--- config.mk ---
export PLATFORM = sky130hd
export DESIGN_NAME = spi_slave_out
export DESIGN_NICKNAME = d
export VERILOG_FILES = /design/src/rtl/spi_slave_out.sv
export SDC_FILE = /design/constraint.sdc
export NUM_CORES = 1
export LEC_CHECK = 0
export ABC_AREA = 1
export CAP_MARGIN = 20
export CORE_MARGIN = 3
export CORE_UTILIZATION = 53
export DETAILED_ROUTE_END_ITERATION = 10
export GPL_TIMING_DRIVEN = 0
export MAX_ROUTING_LAYER = met4
export PLACE_DENSITY = 0.75
export SYNTH_ARGS = -nofsm -noshare
export SYNTH_HDL_FRONTEND = slang
export SYNTH_SLANG_ARGS = --single-unit
--- constraint.sdc ---
create_clock -name clk -period 2.52 [get_ports clk]
set_input_delay 0.756 -clock clk [delete_from_list [all_inputs] [get_ports clk]]
set_output_delay 0.756 -clock clk [all_outputs]
set_load 0.1 [all_outputs]
--- src/rtl/spi_slave_out.sv ---
`default_nettype none
// ============================================================================
//  Module      : spi_slave_out
//  Description : SPI mode-0 slave transmitter, MSB first, oversampled on clk.
//                Shifts a parallel word out on miso while an external master
//                clocks sck under cs. All pin inputs are synchronised inside.
//  Revision    : 1.0 - initial release
// ============================================================================
module spi_slave_out #(
    parameter int WIDTH = 32,
    parameter int SYNC  = 2
) (
    input  logic             clk,
    input  logic             reset,
    input  logic             cs,
    input  logic             sck,
    input  logic [WIDTH-1:0] in_buf,
    output logic             miso,
    output logic             busy,
    output logic             done
);

    localparam int                 c_cnt_w = $clog2(WIDTH + 1);
    localparam logic [c_cnt_w-1:0] c_one   = c_cnt_w'(1);
    localparam logic [c_cnt_w-1:0] c_width = c_cnt_w'(WIDTH);
    localparam logic [c_cnt_w-1:0] c_last  = c_cnt_w'(WIDTH - 1);

    typedef enum logic [1:0] {
        S_IDLE  = 2'd0,
        S_SHIFT = 2'd1,
        S_FULL  = 2'd2
    } state_t;

    // Synchroniser chains, edge-history flops and arming logic
    logic [SYNC-1:0] r_cs_sync;
    logic [SYNC-1:0] r_sck_sync;
    logic [SYNC-1:0] r_fill;
    logic            r_cs_hist;
    logic            r_sck_hist;
    logic            r_armed;

    logic w_cs_s;
    logic w_sck_s;
    logic w_cs_fall;
    logic w_cs_rise;
    logic w_sck_rise;
    logic w_sck_fall;

    assign w_cs_s     = r_cs_sync[SYNC-1];
    assign w_sck_s    = r_sck_sync[SYNC-1];
    assign w_cs_fall  = r_cs_hist & ~w_cs_s;
    assign w_cs_rise  = ~r_cs_hist & w_cs_s;
    assign w_sck_rise = ~r_sck_hist & w_sck_s;
    assign w_sck_fall = r_sck_hist & ~w_sck_s;

    // Bring cs/sck into the clk domain; r_fill marks when the chain holds
    // only genuine pin samples, so a cs already low at reset release can
    // never masquerade as a falling edge before cs has been seen high.
    always_ff @(posedge clk or posedge reset) begin
        if (reset) begin
            r_cs_sync  <= '1;
            r_sck_sync <= '0;
            r_cs_hist  <= 1'b1;
            r_sck_hist <= 1'b0;
            r_fill     <= '0;
            r_armed    <= 1'b0;
        end else begin
            r_cs_sync  <= {r_cs_sync[SYNC-2:0], cs};
            r_sck_sync <= {r_sck_sync[SYNC-2:0], sck};
            r_cs_hist  <= w_cs_s;
            r_sck_hist <= w_sck_s;
            r_fill     <= {r_fill[SYNC-2:0], 1'b1};
            if (r_fill[SYNC-1] && w_cs_s) begin
                r_armed <= 1'b1;
            end
        end
    end

    // Transaction state
    state_t             r_state;
    logic [c_cnt_w-1:0] r_count;
    logic [WIDTH-1:0]   r_shift;

    state_t             w_state_nx;
    logic [c_cnt_w-1:0] w_count_nx;
    logic [WIDTH-1:0]   w_shift_nx;
    logic               w_miso_nx;
    logic               w_busy_nx;
    logic               w_done_nx;

    // The top bit of the shift register is presented on miso at load time
    // and is never read back from the register itself.
    logic w_unused;
    assign w_unused = r_shift[WIDTH-1];

    // State, counter, shift register and registered outputs
    always_ff @(posedge clk or posedge reset) begin
        if (reset) begin
            r_state <= S_IDLE;
            r_count <= '0;
            r_shift <= '0;
            miso    <= 1'b0;
            busy    <= 1'b0;
            done    <= 1'b0;
        end else begin
            r_state <= w_state_nx;
            r_count <= w_count_nx;
            r_shift <= w_shift_nx;
            miso    <= w_miso_nx;
            busy    <= w_busy_nx;
            done    <= w_done_nx;
        end
    end

    // Next-state and output decode; cs_rise takes priority over sck edges
    always_comb begin
        w_state_nx = r_state;
        w_count_nx = r_count;
        w_shift_nx = r_shift;
        w_miso_nx  = miso;
        w_busy_nx  = busy;
        w_done_nx  = 1'b0;

        case (r_state)
            S_IDLE: begin
                w_miso_nx = 1'b0;
                w_busy_nx = 1'b0;
                if (r_armed && w_cs_fall) begin
                    w_shift_nx = in_buf;
                    w_miso_nx  = in_buf[WIDTH-1];
                    w_count_nx = '0;
                    w_busy_nx  = 1'b1;
                    w_state_nx = S_SHIFT;
                end
            end

            S_SHIFT: begin
                if (w_cs_rise) begin
                    // A rise landing with the final sck_rise still completes
                    w_done_nx  = w_sck_rise && (r_count == c_last);
                    w_state_nx = S_IDLE;
                    w_busy_nx  = 1'b0;
                    w_miso_nx  = 1'b0;
                end else if (w_sck_rise) begin
                    // Master samples here, so miso is left untouched
                    w_count_nx = r_count + c_one;
                    if (r_count == c_last) begin
                        w_state_nx = S_FULL;
                    end
                end else if (w_sck_fall && (r_count < c_width)) begin
                    w_shift_nx = {r_shift[WIDTH-2:0], 1'b0};
                    w_miso_nx  = r_shift[WIDTH-2];
                end
            end

            S_FULL: begin
                if (w_cs_rise) begin
                    w_state_nx = S_IDLE;
                    w_busy_nx  = 1'b0;
                    w_miso_nx  = 1'b0;
                    w_done_nx  = 1'b1;
                end else if (w_sck_fall) begin
                    w_miso_nx = 1'b0;
                end
            end

            default: begin
                w_state_nx = S_IDLE;
                w_busy_nx  = 1'b0;
                w_miso_nx  = 1'b0;
            end
        endcase
    end

endmodule
`default_nettype wire

==> metrics.md, run 1 <==
| Metric | Value |
|---|---|
| Synthesized instance count | about 360 |
| Async set-or-reset flop fraction in the synthesized netlist | 100% |
| Crit path kind | flip-flop to output port |
| 1st-iter DRT viols | roughly 130 |
| Hold Slack | 0.355 ns |
| Final instance area | approximately 0.0032 mm² |
| TritonCTS clock tree | yes |
| Pwr dens | 1050 mW/mm² |
| Share of layout cells above drive strength 1 | 8.40% |
| Min Clock Period, post-route | 2.29 ns |
| Synthesized Nets | approximately 400 |
| Final hold viol count | 0 |
| Hold WC Path Type | flip-flop to flip-flop |
| Nets@finish | 444 |
| Post-synthesis compound-gate area fraction | under 10% |
| # hold bufs at CTS | 0 |
| Delay-heaviest family, CP | buffers and inverters |
| Initial antenna violation count | 0 |
| Mux contribution to synthesized area | less than 1% |
| Detailed Routing Iterations Pass 1 | 4 |
| Register bit total from synthesis | 51 |
| Crit share post-route | 90.9% |
| Yosys top cell area share | between 40% and 50% |
| Slew margin rel. | 36.4% |
| Area grow syn2layout | 22.6% |
| Post-placement cell area | between 0.003 and 0.004 mm² |
| Remaining global-route overflow | 0 |
| Die height | 76.6 µm |
| Max FO, Critical Path | 2 |
| Post-Synth Simple-Gate Area | 39.6% |
| Drt via density | 4.93 |
| RSZ-0062 raised after global routing | no |
| M1 wire length | 2.59 mm |
| Layout Skew | 0.0104 ns |
| Slack of the critical path | about 0.23 ns |
| CTS H-Tree Depth | 2 |
| Dominant cell type by area after synthesis | dfrtp_1 |
| Hpwl dp | 3.78 mm |
| Die area | 0.00587 mm² |
| IR drop worst, VDD | 0.591 mV |
| Clock Latency Late Sink | 0.30 ns |
| Die Wd | 76.6 µm |
| WL per Instance | 11.4 µm |
| Xor/xnor share of the synthesized area | 0.332% |
| Final Setup Violations | 0 |
| Worst-Margin Slew | between 0.9 and 1 ns |
| Count leader, synth | nand2_1 |
| Crit path cell chain | dlygate4sd2_1 |
| Place WS | approximately 0.28 ns |
| Max-cap viol count | 0 |
| Clk slew on worst S/H paths | 0.09 ns |
| Synth Warn # | 0 |
| Rows | 25 |
| IO Port Bufs | 38 |
| Prevailing post-synth register cell | dfrtp_1 |
| First-pass GRT wire length | between 9 and 10 mm |
| Design Power | 0.00340 W |
| Arr. time, crit path | about 1.5 ns |
| Post-synth EDFFs | 0 |
| DR WL met3 | 276 µm |
| Drc violations | 0 |
| Synthesized area | 0.00264 mm² |
| Fmax | 436 MHz |
| Main combinational cell family by area after synthesis | simple AND/OR/NAND/NOR gates |
| Antenna fix cells | 0 |
| Vias | between 2k and 2.5k |
| Routability cong. | approximately 0.82 |
| Clock Sinks | 51 |
| Setup Fix Bufs, Post-CTS | 0 |
| Placed Cells | between 400 and 500 |
| Netlist cell types | 23 |
| Avg Synthesized Cell Area | 7.38 µm² |
| Largest net degree at the start of global routing | 41 |
| Filler-free cell count of the finished design | ~470 |
| Vias in the first global route | roughly 2.2k |
| Adder-Cell Fraction of Synth Area | 1.89% |
| Largest stage delay, worst path | between 0.8 and 0.9 ns |
| Worst EP required | 1.76 ns |
| Status | finished clean |
| Worst Path Buf+Inv | 1 |
| Sequential-to-total area share from yosys stat | 48.5% |
| Initial core utilization | 55.6% |
| Top cells by count, synth | nand2_1, dfrtp_1, nand4_1 |
| GRT Util Overall | about a fifth |
| Top routing layer in use | met4 |
| I/O pin cnt | 39 |
| P_leak | ~1.7 nW |
| Worst Setup End Kind | output port |
| Synth area leaders | dfrtp_1, nand2_1, nand4_1, dfstp_2, inv_1 |
| Metal2 WL | about 2.5 mm |
| Clock Path Buffers | 2 |
| Critical path startpoint category | flip-flop |
| Crit-path slowest cell | dlygate4sd2_1 |
| Clock Tree Root | clkbuf_8 |
| Final ANT Viol Nets | 0 |
| Num CTS Buffers | 5 |
| Final wirelength | 5.40 mm |
| Core area | 0.00475 mm² |
| Final Max Slew Viols | 0 |
[power breakdown]
part / internal [W] / leakage (nW) / total [W] / switching [W]
clock network: 0.000321 / 0.0612 / 0.000585 / 0.000263
logic: 0.000553 / 1.04 / 0.00158 / 0.00102
registers: 0.00110 / 0.637 / 0.00124 / 0.000141
[registers in the layout (all words and copies together) (netlist names)]
| register | flops |
|---|---|
| r_state | 2 |
| r_count | 6 |
| r_fill | 2 |
| miso | 1 |
| r_shift | 31 |
| r_sck_sync | 2 |
| r_cs_sync | 2 |
| r_armed | 1 |
| done | 1 |
| busy | 1 |
| r_sck_hist | 1 |
| r_cs_hist | 1 |
[worst paths after layout]
| path | startpoint | end | slack (ns) | cells past startpoint |
|---|---|---|---|---|
| max reg2reg | r_state[1]$_DFFE_PP0P_ | r_shift[21]$_DFFE_PP0P_ | 0.86 | 8 |
| min reg2reg | r_fill[0]$_DFF_PP0_ | r_fill[1]$_DFF_PP0_ | 0.35 | 0 |
| max in group asynchronous | reset | r_cs_sync[0]$_DFF_PP1_ | 1.26 | 3 |
| max | miso$_DFFE_PP0P_ | miso | 0.23 | 1 |
| min | r_fill[0]$_DFF_PP0_ | r_fill[1]$_DFF_PP0_ | 0.35 | 0 |
| min in group asynchronous | reset | r_count[3]$_DFFE_PP0P_ | 0.70 | 2 |
[metrics by stage]
step                      util (%)  setup TNS (ns)
after CTS                     68.1               0
after global routing          68.1               0
after global placement        65.3          -20.85
after floorplan                  -               0
after detailed placement      65.7               0
final                         68.1               0
[area by class of cell]
type,count,area (µm²)
buffer,20,116
tap,67,83.8
sequential,51,1280
timing repair buffer,39,397
clock inverter,2,35.0
inverter,21,78.8
multi-input combinational,266,1170
clock buffer,6,82.6
fill,407,1520
[layer usage]
| layer | vias up | track usage (%) |
|---|---|---|
| met5 | - | - |
| met4 | 0 | 6.16 |
| met3 | 6 | 3.78 |
| met2 | 56 | 31.9 |
| met1 | 1050 | 27.6 |
| li1 | 1213 | - |
[logic make-up after synthesis]
kind of cell | Yosys count
AO/OA/AOI/OAI | 8
XOR/XNOR | 1
adder cells (fa/ha/maj) | 4
buffers and inverters | 41
flip-flops | 51
multiplexers | 1
other | 1
AND/OR/NAND/NOR | 251
[layout by cell type, fill, tap and decap left out]
cell,count
nand2_1,196
dfrtp_1,48
clkdlybuf4s50_1,35
nand4_1,31
inv_1,18
nand3_1,12
buf_2,12
nor2_1,9
clkbuf_8,6
o21ai_0,5
clkbuf_1,4
ha_1,4
inv_2,3
buf_6,3
dlygate4sd2_1,3
dfstp_2,3
a21o_1,1
buf_4,1
nand2_2,1
nand3b_1,1
xor2_1,1
nand3_2,1
a21oi_1,1
o21bai_1,1
mux2_2,1
bufinv_16,1
clkinv_2,1
buf_12,1
conb_1,1
[timing repair]
action / CTS / global route
setup endpoints to repair: 3 / 0
resized for setup: 3 / 0
endpoints found under the hold margin: 0 / 0
No activity file was read; power rests on OpenSTA's default activity.
==> run 2, diff against run 1 <==
--- a/config.mk
+++ b/config.mk
@@ -9,6 +9,7 @@
 export CAP_MARGIN = 20
 export CORE_MARGIN = 3
 export CORE_UTILIZATION = 53
+export CTS_CLUSTER_SIZE = 30
 export DETAILED_ROUTE_END_ITERATION = 10
 export GPL_TIMING_DRIVEN = 0
 export MAX_ROUTING_LAYER = met4
==> results of run 2 <==
Final layout, timing and power as in run 1 (identical DEF).
==> run 3, diff against run 2 <==
--- a/config.mk
+++ b/config.mk
@@ -11,9 +11,10 @@
 export CORE_UTILIZATION = 53
 export CTS_CLUSTER_SIZE = 30
 export DETAILED_ROUTE_END_ITERATION = 10
+export DONT_BUFFER_PORTS = 1
 export GPL_TIMING_DRIVEN = 0
 export MAX_ROUTING_LAYER = met4
-export PLACE_DENSITY = 0.75
+export PLACE_DENSITY = 0.65
 export SYNTH_ARGS = -nofsm -noshare
 export SYNTH_HDL_FRONTEND = slang
 export SYNTH_SLANG_ARGS = --single-unit
==> constraint.sdc (replaced) <==
create_clock -name clk -period 2.5 [get_ports clk]
set_input_delay 0.75 -clock clk [delete_from_list [all_inputs] [get_ports clk]]
set_output_delay 0.75 -clock clk [all_outputs]
set_load 0.1 [all_outputs]
==> run 3 against run 2 <==
Net effect: clock skew is essentially flat; final cell count shrank 8.1%; sequential power grew 7%.
==> metrics.md, run 3 (synthesized netlist as in run 1, its figures left out) <==
| Metric | Value |
|---|---|
| Status | finished clean (unchanged) |
| Pwr dens | 1180 mW/mm² (was 1050 mW/mm²) |
| Largest net degree at the start of global routing | 31 (was 41) |
| Worst-Margin Slew | 0.930 ns (was 0.958 ns) |
| P_int | 0.00190 W (was 0.00197 W) |
| Hpwl dp | 3.78 mm (about the same) |
| Area grow syn2layout | 8.10% (was 22.6%) |
| Initial antenna violation count | 0 (unchanged) |
| Design Power | 0.00336 W (was 0.00340 W) |
| R2R Path Start | r_state[1]$_DFFE_PP0P_ (unchanged) |
| Fillers | 472 (was 407) |
| Clock power share | 17.0% (was 17.2%) |
| Commonest cells after routing, fill and taps aside | nand2_1, dfrtp_1, nand4_1 (was nand2_1, dfrtp_1, clkdlybuf4s50_1) |
| CTS H-Tree Depth | 2 (unchanged) |
| Detailed Routing Iterations Pass 1 | 4 (unchanged) |
| WL per Instance | 12.6 µm (was 11.4 µm) |
| Crit path capture | miso (unchanged) |
| Setup Fix Bufs, Post-CTS | 0 (unchanged) |
| P_leak | 1.56 nW (was 1.73 nW) |
| Slew margin rel. | 38.0% (was 36.4%) |
| Critical path startpoint category | flip-flop (unchanged) |
| Die height | 76.6 µm (unchanged) |
| Arr. time, crit path | 1.27 ns (was 1.54 ns) |
| Crit share post-route | 80.7% |
| Max reg flops | 31 (unchanged) |
| Place WS | 0.814 ns (was 0.275 ns) |
| Levels on crit path | 0 (was 1) |
| Rows | 25 (unchanged) |
| Final ANT Viol Nets | 0 (unchanged) |
| RSZ-0062 raised after global routing | no (unchanged) |
| TritonCTS clock tree | yes (unchanged) |
| Routability cong. | 0.796 (was 0.824) |
| Final instance area | 0.00286 mm² (was 0.00324 mm²) |
| Sw power | 0.00146 W (was 0.00143 W) |
| Layout Skew | 0.0108 ns (was 0.0104 ns) |
| Vias in the first global route | 2,104 (was 2,202) |
| Critical Path Source | miso$_DFFE_PP0P_ (unchanged) |
| Initial core utilization | 55.6% (unchanged) |
| Die area | 0.00587 mm² (unchanged) |
| CTS resizes | 0 (was 3) |
| Combinational Power Share | 43.4% (was 46.4%) |
| Final hold viol count | 0 (unchanged) |
| Part of the power in registers | 39.6% (was 36.4%) |
| Min Clock Period, post-route | 2.02 ns |
| Setup Total Neg Slack | 0 ns (unchanged) |
| Drc violations | 0 (unchanged) |
| Hold WC Path Type | input pin to async pin (was flip-flop to flip-flop) |
| Worst EP required | 1.75 ns (was 1.76 ns) |
| Clock Path Buffers | 2 (unchanged) |
| Final wirelength | 5.47 mm (was 5.40 mm) |
| Worst Setup End Kind | output port (unchanged) |
| Core area | 0.00475 mm² (unchanged) |
| Clk slew on worst S/H paths | 0.10 ns (was 0.09 ns) |
| Fmax | 496 MHz |
| Slack of the critical path | 0.483 ns (was 0.228 ns) |
| 1st-iter DRT viols | 116 (was 126) |
| I/O pin cnt | 39 (unchanged) |
| # hold bufs at CTS | 0 (unchanged) |
| Clock Tree Root | clkbuf_8 (unchanged) |
| Final Max Slew Viols | 0 (unchanged) |
| Post-placement cell area | 0.00275 mm² (was 0.00313 mm²) |
| Top flop regs | r_shift (31), r_count (6) (unchanged) |
| Max-cap viol count | 0 (unchanged) |
| Die Wd | 76.6 µm (unchanged) |
| Worst R2R End | r_shift[28]$_DFFE_PP0P_ (was r_shift[21]$_DFFE_PP0P_) |
| GRT Util Overall | 20.5% (about the same) |
| Worst reg2reg path depth | 8 (unchanged) |
| Drt via density | 5.07 (was 4.93) |
| Max FO, Critical Path | 2 (unchanged) |
| First-pass GRT wire length | 9.51 mm (was 9.72 mm) |
| Crit path kind | flip-flop to output port (unchanged) |
| Share of layout cells above drive strength 1 | 8.99% (was 8.40%) |
| Vias | 2,200 (was 2,325) |
| Most common cell after layout, fill and taps aside | nand2_1 (unchanged) |
| Final Setup Violations | 0 (unchanged) |
| Clock Sinks | 51 (unchanged) |
| Clock Latency Late Sink | 0.31 ns (was 0.30 ns) |
| Most flops, register | r_shift (unchanged) |
| Remaining global-route overflow | 0 (unchanged) |
| IR drop worst, VDD | 0.464 mV (was 0.591 mV) |
| IO Port Bufs | 0 (was 38) |
| Nets@finish | 406 (was 444) |
| Sw frac | 43.4% (was 42.0%) |
| Antenna fix cells | 0 (unchanged) |
| Num CTS Buffers | 5 (unchanged) |
| Flop-to-flop setup slack | 0.83 ns (was 0.86 ns) |
## run 3: power groups by stage
stage / logic [W] / clock network, W / registers (W)
floorplan: 0.00116 / 0 / 0.00131
global placement: 0.00144 / 0 / 0.00134
detailed placement: 0.00147 / 0 / 0.00134
CTS: 0.00147 / 0.000584 / 0.00133
global route: 0.00169 / 0.000624 / 0.00137
finish: 0.00146 / 0.000573 / 0.00133
## run 3: how the worst min path moves through the flow
stage	slack, ns	start	cells past startpoint	endpoint
global placement	0.33	r_fill[0]$_DFF_PP0_	0	r_fill[1]$_DFF_PP0_
global route	0.36	reset	1	r_shift[8]$_DFFE_PP0P_
finish	0.33	reset	1	r_shift[8]$_DFFE_PP0P_
floorplan	0.33	r_fill[0]$_DFF_PP0_	0	r_fill[1]$_DFF_PP0_
detailed placement	0.33	r_fill[0]$_DFF_PP0_	0	r_fill[1]$_DFF_PP0_
CTS	0.35	reset	1	r_shift[8]$_DFFE_PP0P_
## run 3: per-layer routing
metal | track usage (%) | up-vias | share of wire, %
met5 | - | - | 0
met3 | 4.49 | 5 | 5.4
met1 | 26.9 | 1001 | 48
met4 | 5.43 | 0 | 1.1
li1 | - | 1142 | -
met2 | 32.3 | 52 | 45
## run 3: cell type report
class                   instances  area (µm²)  area share (%)
flip-flops and latches         51        1280            44.8
multi-input cells             266        1170            40.8
plain buffers                  20         116            4.08
well taps                      67        83.8            2.94
inverters                      21        78.8            2.76
clock buffers                   6        72.6            2.54
clock inverters                 2        37.5            1.31
repair buffers                  1        20.0           0.701
## run 3: stage by stage
| stage | utilization (%) | hold slack, ns | cells |
|---|---|---|---|
| floorplan | - | 0.331 | 358 |
| global placement | 57.3 | 0.334 | 425 |
| detailed placement | 57.7 | 0.335 | 426 |
| CTS | 60.1 | 0.349 | 434 |
| global route | 60.1 | 0.364 | 434 |
| finish | 60.1 | 0.332 | 434 |
